[src/rtl/inv_mix_columns.sv]
// inv_mix_columns: AES InvMixColumns over a 128-bit state with a
// valid/ready handshake on both sides.
//
// Byte layout: column c, row r lives at bits [c*32 + r*8 +: 8].
//
// Build option:
//   INV_MIX_PARALLEL_EN  defined   -> all four columns transformed in a
//                                     single BUSY cycle (result after 1 edge)
//                        undefined -> one shared column datapath stepped
//                                     over four cycles (result after 4 edges)
// Both builds produce identical results and follow the same handshake.
module inv_mix_columns (
   input  logic         clk,
   input  logic         rst,
   input  logic         in_valid,
   output logic         in_ready,
   input  logic [127:0] in_state,
   output logic         out_valid,
   input  logic         out_ready,
   output logic [127:0] out_state
);

   // ------------------------------------------------------------------
   // GF(2^8) helpers (reduction polynomial x^8+x^4+x^3+x+1 -> 8'h1b)
   // ------------------------------------------------------------------

   // Multiply by x: shift left, fold the carried-out bit back in.
   function automatic logic [7:0] xtime(input logic [7:0] b);
      logic [7:0] shifted;
      shifted = {b[6:0], 1'b0};
      if (b[7]) begin
         shifted = shifted ^ 8'h1b;
      end
      return shifted;
   endfunction

   // One column of InvMixColumns. Every coefficient (09, 0b, 0d, 0e) is a
   // sum of x^3, x^2, x and 1, so each input byte only needs its x2/x4/x8
   // multiples once; the four products are then xor combinations of them.
   function automatic logic [31:0] inv_col(input logic [31:0] c);
      logic [7:0] s  [4];
      logic [7:0] x2 [4];
      logic [7:0] x4 [4];
      logic [7:0] x8 [4];
      logic [7:0] m9 [4];
      logic [7:0] mb [4];
      logic [7:0] md [4];
      logic [7:0] me [4];
      logic [31:0] r;
      for (int k = 0; k < 4; k++) begin
         s[k]  = c[k*8 +: 8];
         x2[k] = xtime(s[k]);
         x4[k] = xtime(x2[k]);
         x8[k] = xtime(x4[k]);
         m9[k] = x8[k] ^ s[k];
         mb[k] = x8[k] ^ x2[k] ^ s[k];
         md[k] = x8[k] ^ x4[k] ^ s[k];
         me[k] = x8[k] ^ x4[k] ^ x2[k];
      end
      r[7:0]   = me[0] ^ mb[1] ^ md[2] ^ m9[3];
      r[15:8]  = m9[0] ^ me[1] ^ mb[2] ^ md[3];
      r[23:16] = md[0] ^ m9[1] ^ me[2] ^ mb[3];
      r[31:24] = mb[0] ^ md[1] ^ m9[2] ^ me[3];
      return r;
   endfunction

   // ------------------------------------------------------------------
   // State
   // ------------------------------------------------------------------
   typedef enum logic [1:0] {
      IDLE = 2'd0,
      BUSY = 2'd1,
      DONE = 2'd2
   } state_t;

   state_t        state_reg;
   logic [127:0]  data_reg;
   logic          out_valid_reg;
   logic [127:0]  data_next;
   logic          busy_last;

`ifdef INV_MIX_PARALLEL_EN
   // ------------------------------------------------------------------
   // Parallel datapath: one column transform per column, all at once.
   // ------------------------------------------------------------------
   logic [127:0] par_result;

   for (genvar gi = 0; gi < 4; gi++) begin : g_col
      assign par_result[gi*32 +: 32] = inv_col(data_reg[gi*32 +: 32]);
   end

   assign data_next = par_result;
   assign busy_last = 1'b1;
`else
   // ------------------------------------------------------------------
   // Serial datapath: a single column transform walks col 0..3 and the
   // result overwrites the column it came from.
   // ------------------------------------------------------------------
   logic [1:0]   col_reg;
   logic [31:0]  col_in;
   logic [31:0]  col_out;
   logic [127:0] ser_result;
   logic [31:0]  col_word [4];

   for (genvar gi = 0; gi < 4; gi++) begin : g_word
      assign col_word[gi] = data_reg[gi*32 +: 32];
   end

   // Select the column currently being transformed.
   always_comb begin
      col_in = col_word[col_reg];
   end

   assign col_out = inv_col(col_in);

   // Splice the transformed column back into its own slot.
   always_comb begin
      ser_result = data_reg;
      ser_result[{col_reg, 5'd0} +: 32] = col_out;
   end

   assign data_next = ser_result;
   assign busy_last = (col_reg == 2'd3);
`endif

   // ------------------------------------------------------------------
   // Control FSM: capture, transform, hold result until it is taken.
   // A result retired in DONE while a new input is offered is replaced
   // by that input in the same edge so back-to-back blocks see no bubble.
   // ------------------------------------------------------------------
   always_ff @(posedge clk or posedge rst) begin
      if (rst) begin
         state_reg     <= IDLE;
         data_reg      <= 128'h0;
         out_valid_reg <= 1'b0;
`ifndef INV_MIX_PARALLEL_EN
         col_reg       <= 2'd0;
`endif
      end else begin
         case (state_reg)
            IDLE: begin
               if (in_valid) begin
                  data_reg  <= in_state;
                  state_reg <= BUSY;
`ifndef INV_MIX_PARALLEL_EN
                  col_reg   <= 2'd0;
`endif
               end
            end
            BUSY: begin
               data_reg <= data_next;
`ifndef INV_MIX_PARALLEL_EN
               col_reg  <= col_reg + 2'd1;
`endif
               if (busy_last) begin
                  state_reg     <= DONE;
                  out_valid_reg <= 1'b1;
               end
            end
            DONE: begin
               if (out_ready) begin
                  out_valid_reg <= 1'b0;
                  if (in_valid) begin
                     data_reg  <= in_state;
                     state_reg <= BUSY;
`ifndef INV_MIX_PARALLEL_EN
                     col_reg   <= 2'd0;
`endif
                  end else begin
                     state_reg <= IDLE;
                  end
               end
            end
            default: begin
               state_reg     <= IDLE;
               out_valid_reg <= 1'b0;
            end
         endcase
      end
   end

   // ------------------------------------------------------------------
   // Outputs
   // ------------------------------------------------------------------
   assign in_ready  = (state_reg == IDLE) | ((state_reg == DONE) & out_ready);
   assign out_valid = out_valid_reg;
   assign out_state = data_reg;

endmodule

[config.mk]
export PLATFORM = sky130hd
export DESIGN_NAME = inv_mix_columns
export DESIGN_NICKNAME = d
export VERILOG_FILES = /design/src/rtl/inv_mix_columns.sv
export SDC_FILE = /design/constraint.sdc
export NUM_CORES = 1
export LEC_CHECK = 0
export CORE_MARGIN = 1.5
export CORE_UTILIZATION = 40
export CTS_CLUSTER_SIZE = 28
export DETAILED_ROUTE_END_ITERATION = 8
export PLACE_DENSITY = 0.72
export SETUP_SLACK_MARGIN = 0.3
export SKIP_LAST_GASP = 1
export SYNTH_ARGS = -nofsm -noshare
export SYNTH_HDL_FRONTEND = slang
export SYNTH_SLANG_ARGS = --single-unit
[constraint.sdc]
create_clock -name clk -period 5.7 [get_ports clk]
set_input_delay 0.855 -clock clk [delete_from_list [all_inputs] [get_ports clk]]
set_output_delay 0.855 -clock clk [all_outputs]
set_load 0.02 [all_outputs]
==> results.ini, run 1 <==
[status]
status = finished clean

[floorplan]
start_util_pct = 41.27
io_pins = 262
die_w_um = 153.7
die_height_um = 153.7
core_mm2 = 0.02203
die_area_mm2 = 0.02364
rows = 54

[clocking]
cts_tree = built
cts-root-buf = clkbuf_16
cts_buffers = 17
clockBufferDepth = 2
clock_latency_ns = 0.43
holdBufCountCts = 0
cts.repair.resized = 0
clk_pin_slew_ns = 0.06
clkSinkCount = 133
h-tree-depth = 4
cts_setup_buffers = 0

[timing]
fin_crit_sh_pct = 71.63
worst_slew_pin_slew_ns = 1.141
max_freq_mhz = 244.9
grt_setup_unrepaired = no
slew_viol_final = 0
setup-tns-final_ns = 0
final-hold-violation-count = 0
setup_viol = 0
post-route-min-period_ns = 4.083
relSlewSlack_pct = 23.94
finalClockSkew_ns = 0.007474

[setup_path]
endpoint_kind = flop
r2r-end = out_state[19]
r2r_start = col_reg[0]
crit_chain = mux4_1, xor3_1, xnor3_1, xnor2_1, xnor2_1, xnor2_1, o22ai_1
worstSetupPathType = reg2reg
crit_arrival_ns = 4.36
r2r_slack_ns = 1.62
worstPathRequired_ns = 5.98
cp_slowest_stage_delay_ns = 0.87
worstPathBufferInverterCount = 0
cp_max_fo = 19
critPathSlowestCell = mux4_1
r2r_cells = 7
crit_family = XOR/XNOR gates
critPathLaunchType = flop
cpMostUsedCell = xnor2_1

[synth]
seq_area_frac_synth_pct = 36.61
syn_nets = 1005
syn_inst = 869
synth_cell_type_count = 38
yosys_most_used_dff = dfrtp_1
ys_ff_latch = 133
synthArstFlopShare_pct = 100.0
syn-cell-area_mm2 = 0.009090
synth_edf_count = 0
yosysWarningCount = 0
avgSynthCellArea_um2 = 10.46

[routing]
ant_nets = 0
wl_met3_mm = 3.766
drt_iter0_markers = 944
routed.top_layer = met4
first_pass_iters = 5
vias = 8372
wl_per_cell_um = 25.05
vias_per_cell = 6.032
drt-met1-wl_mm = 13.31
drc = 0
wl_met2_mm = 16.52
wl_mm = 34.77

[place]
gp_congestion = 1.010
postPlaceCellArea_mm2 = 0.01194
place_hpwl_mm = 25.06
portBuffers = 261

[final_layout]
drive_gt1_share_pct = 9.747
fin_nets = 1231
antennaDiodeCount = 0
largest_reg_flops = 128
final_area_mm2 = 0.01247
area_growth_pct = 37.15
nFillCells = 1891
fin_util_pct = 56.60

[global_route]
antenna_found_initial = 0
grt_pass1_vias = 8343
grt_max_degree = 74
overflow = 0
grt_pass1_wl_mm = 52.33
track_usage_pct = 29.55

[worst_hold_path]
holdCritStartpoint = out_valid
hold_depth = 2
min_to = out_valid
hp-class = reg2reg

[run]
cap_violations = 0

## cells in the mapped netlist (5+ instances only)
| cell | n | share of area (%) |
|---|---|---|
| a221oi_1 | 72 | 6.9 |
| o22ai_1 | 6 | 0.41 |
| mux4_2 | 31 | 7.7 |
| nor2_1 | 179 | 7.4 |
| buf_2 | 12 | 0.66 |
| a2bb2oi_1 | 10 | 0.96 |
| o21ai_0 | 36 | 2.0 |
| xor2_1 | 38 | 3.7 |
| nand2_1 | 45 | 1.9 |
| a21oi_1 | 28 | 1.5 |
| a22oi_1 | 12 | 0.99 |
| o21a_1 | 5 | 0.41 |
| dfrtp_1 | 133 | 37 |
| clkbuf_1 | 51 | 2.1 |
| o21ai_1 | 14 | 0.77 |
| xnor2_2 | 5 | 0.89 |
| xnor3_1 | 32 | 7.9 |
| xnor2_1 | 103 | 9.9 |
## worst max-delay path by stage
stage	startpoint	endpoint	slack [ns]	depth (start not counted)
after floorplan	rst	col_reg[0]	1.29	1
after global placement	col_reg[0]	out_state[51]	1.55	7
after detailed placement	col_reg[0]	out_state[19]	1.62	7
after CTS	col_reg[0]	out_state[19]	1.62	7
after global routing	col_reg[0]	out_state[19]	1.38	8
final	col_reg[0]	out_state[19]	1.62	7
## through the flow
stage	hold WS, ns	setup slack (ns)	instances
2_1_floorplan	0.4748	1.291	869
3_3_place_gp	0.4952	1.552	1356
3_5_place_dp	0.5045	1.619	1356
4_1_cts	0.5202	1.625	1388
5_1_grt	0.5504	1.383	1388
6_report	0.5177	1.617	1388
## layout by cell type (no fill, tap or decap), types with 2 or more instances in the layout
master and instances:
xor3_2 2, xnor2_2 5, a2bb2oi_1 10, a221o_1 4, xnor2_1 103, o21ai_0 36, xor2_1 38, clkinv_4 3
o21a_1 5, o21ai_1 10, a221oi_1 72, clkbuf_16 17, mux4_2 31, nand4_1 3, clkinv_2 6, xnor2_4 3
dfrtp_1 132, a221oi_2 4, ha_1 4, clkinvlp_4 4, nand2_1 45, clkdlybuf4s50_1 261, and4_1 3, nand2b_1 2
xor2_2 2, a22oi_1 12, xor3_1 4, xnor3_1 32, o22ai_1 6, and3_1 4, o21ai_4 4, inv_1 3
a21oi_1 28, buf_4 20, nor2_1 179
## layout make-up
cell class	count	area (um2)	area share, %
Timing Repair Buffer	281	2763	22.16
Tap cell	280	350.3	2.810
Sequential cell	133	3329	26.71
Clock inverter	13	86.33	0.6925
Multi-Input combinational cell	658	5478	43.94
Clock buffer	19	442.9	3.553
Inverter	4	17.52	0.1405
## cells by family (layout without fill, tap and decap cells)
kind of cell | count (synthesis) | count (layout) | synth area share [%]
simple gates | 241 | 241 | 10.57
compound gates | 191 | 191 | 15.11
xor+xnor | 189 | 189 | 25.27
flops | 133 | 133 | 36.61
buf+inv | 78 | 317 | 3.799
mux | 33 | 33 | 8.080
fa+ha+maj | 4 | 4 | 0.5506
## worst reg2reg max path, cell delays in order (launching register included)
cell,delay (ns)
dfrtp_2,0.77
mux4_1,0.88
xor3_1,0.55
xnor3_1,0.49
xnor2_1,0.35
xnor2_1,0.12
xnor2_1,0.59
o22ai_1,0.19
## routing by layer
metal / vias to the layer above / global-route usage (%)
li1: 3558 / -
met1: 4126 / 39.38
met2: 609 / 46.26
met3: 79 / 7.244
met4: 0 / 12.11
met5: - / 0
Power of run 1 is left out: the tool's default activity adds up to more than one toggle a clock period on the data nets, which glitch-free logic cannot reach.
==> run 2: changes to the inputs <==
clock period = 4 ns   (was 5.7 ns; I/O delays follow)
==> run 2 against run 1 <==
Effect of this change:
- die area stayed put
- count of clock-buffer cells in the layout grew 1
- cell area rose by 1.8%
- maximum frequency is 14% higher
- critical path depth up 1
- register-to-register slack got worse by 1.2 ns
==> results.ini, run 2 (synthesis gave the netlist of run 1 again) <==
[timing]
setup_ws_ns = 0.4229  ; -1.194 ns
final-hold-violation-count = 0  ; unchanged
setup-tns-final_ns = 0  ; unchanged
finalClockSkew_ns = 0.009973  ; +0.002498 ns
max_freq_mhz = 279.6  ; +14%
setup_viol = 0  ; unchanged
worst_slew_pin_slew_ns = 0.9921  ; -0.1487 ns
slew_viol_final = 0  ; unchanged
relSlewSlack_pct = 33.86  ; +9.9 points
fin_crit_sh_pct = 89.43  ; +18 points
post-route-min-period_ns = 3.577  ; -0.5055 ns
grt_setup_unrepaired = no

[final_layout]
largest_reg_flops = 128  ; unchanged
multiInputGateArea_mm2 = 0.005502  ; +0.43%
fin_nets = 1240  ; +0.73%
register_area_mm2 = 0.003332  ; about the same
nFillCells = 1826  ; -3.4%
antennaDiodeCount = 0  ; unchanged
layout_commonest_cell = clkdlybuf4s50_1
final_cell_mix = clkdlybuf4s50_1, nor2_1, dfrtp_1, xnor2_1, a221oi_1
area_growth_pct = 39.56
drive_gt1_share_pct = 10.84  ; +1.1 points

[setup_path]
crit_family = XOR/XNOR gates
worstSetupPathType = reg2reg
critPathSlowestCell = mux4_2
worstPathRequired_ns = 4.31  ; -1.67 ns
crit_arrival_ns = 3.89  ; -0.47 ns
crit_chain = buf_12, mux4_2, xnor2_4, xnor3_1, xnor2_1, xnor3_1, a221oi_1, nor2_1
worstPathBufferInverterCount = 1  ; +1
endpoint_kind = flop
r2r_start = col_reg[0]
r2r-end = out_state[116]
r2r_slack_ns = 0.42  ; -1.19 ns
cpMostUsedCell = xnor3_1
r2r_cells = 8  ; +1
cp_slowest_stage_delay_ns = 0.72  ; -0.15 ns
critPathLaunchType = flop
cp_max_fo = 13  ; -6

[clocking]
clock_latency_ns = 0.43  ; about the same
h-tree-depth = 4  ; unchanged
cts_buffers = 17  ; unchanged
clk_pin_slew_ns = 0.06  ; about the same
clkSinkCount = 133  ; unchanged
cts-root-buf = clkbuf_16
clockBufferDepth = 2  ; unchanged
cts_tree = built

[floorplan]
io_pins = 262  ; unchanged
core_mm2 = 0.02203  ; unchanged
start_util_pct = 41.27  ; unchanged
die_area_mm2 = 0.02364  ; unchanged
die_w_um = 153.7  ; unchanged
die_height_um = 153.7  ; unchanged
rows = 54  ; unchanged

[routing]
ant_nets = 0  ; unchanged
first_pass_iters = 5  ; unchanged
wl_mm = 34.69  ; -0.23%
vias = 8285  ; -1.0%
wl_per_cell_um = 24.85  ; -0.80%
drt_iter0_markers = 793  ; -16%
drc = 0  ; unchanged
vias_per_cell = 5.935  ; -1.6%

[worst_hold_path]
min_to = out_state[37]
hp-class = reg2reg
hold_depth = 2  ; unchanged
holdCritStartpoint = out_state[37]

[run]
cap_violations = 0  ; unchanged

[place]
dp_slack_ns = 0.3555  ; -1.263 ns
place_hpwl_mm = 25.61  ; +2.2%
portBuffers = 261  ; unchanged
gp_congestion = 0.9462  ; -6.3%

[global_route]
antenna_found_initial = 1  ; +1
track_usage_pct = 29.71  ; +0.16 points
grt_pass1_vias = 8581  ; +2.9%
overflow = 0  ; unchanged
grt_pass1_wl_mm = 52.63  ; +0.58%
grt_max_degree = 134  ; +81%

[status]
status = finished clean

==> run 2: cell count changes in the layout (fill, tap and decap cells not counted), sizes merged <==
| cell | change |
|---|---|
| buf | +9 |
| bufinv | +3 |
| clkbuf | +1 |
| clkinv | -6 |
| inv | +1 |
==> run 2: layout make-up <==
cell class                      instances  share of cell area [%]
Clock inverter                         11                   1.174
Clock buffer                           20                   3.679
Multi-Input combinational cell        658                   43.37
Timing Repair Buffer                  290                   22.61
Sequential cell                       133                   26.26
Tap cell                              280                   2.762
Inverter                                4                  0.1479
==> run 2: how the worst max path moves through the flow <==
| stage | startpoint | to | cells after the start |
|---|---|---|---|
| 6_report | col_reg[0] | out_state[116] | 8 |
| 3_3_place_gp | col_reg[0] | out_state[125] | 8 |
| 4_1_cts | col_reg[0] | out_state[116] | 8 |
| 5_1_grt | col_reg[0] | out_state[125] | 8 |
| 3_5_place_dp | col_reg[0] | out_state[116] | 8 |
| 2_1_floorplan | col_reg[0] | out_state[123] | 9 |
==> run 2: routing by layer <==
metal	track usage, %	part of all wire [%]
met2	48.91	49
met5	0	0
met1	37.43	39
met3	7.948	9.1
met4	11.37	3.5
==> run 2: worst min-delay path, delay by kind of cell, from the launching register on <==
kind,cells,cell delay (ns)
AO/OA/AOI/OAI,1,0.07
flip-flops,1,0.36
AND/OR/NAND/NOR,1,0.05
==> run 2: repair_timing <==
| item | CTS | global route |
|---|---|---|
| resized for setup | 0 | 5 |
| buffers inserted | 0 | 0 |
| endpoints found under the setup margin | 0 | 28 |
| hold buffers | 0 | 0 |
==> run 2: stage by stage <==
stage | cell area (um2) | cells | utilization, % | hold slack (ns)
3_5_place_dp | 12040 | 1365 | 54.68 | 0.4998
4_1_cts | 12660 | 1396 | 57.48 | 0.5175
3_3_place_gp | 12040 | 1365 | 54.68 | 0.4870
5_1_grt | 12690 | 1396 | 57.59 | 0.5567
2_1_floorplan | 9094 | 869 | - | 0.4748
6_report | 12690 | 1396 | 57.59 | 0.5172
Power of run 2 is left out for the same reason.
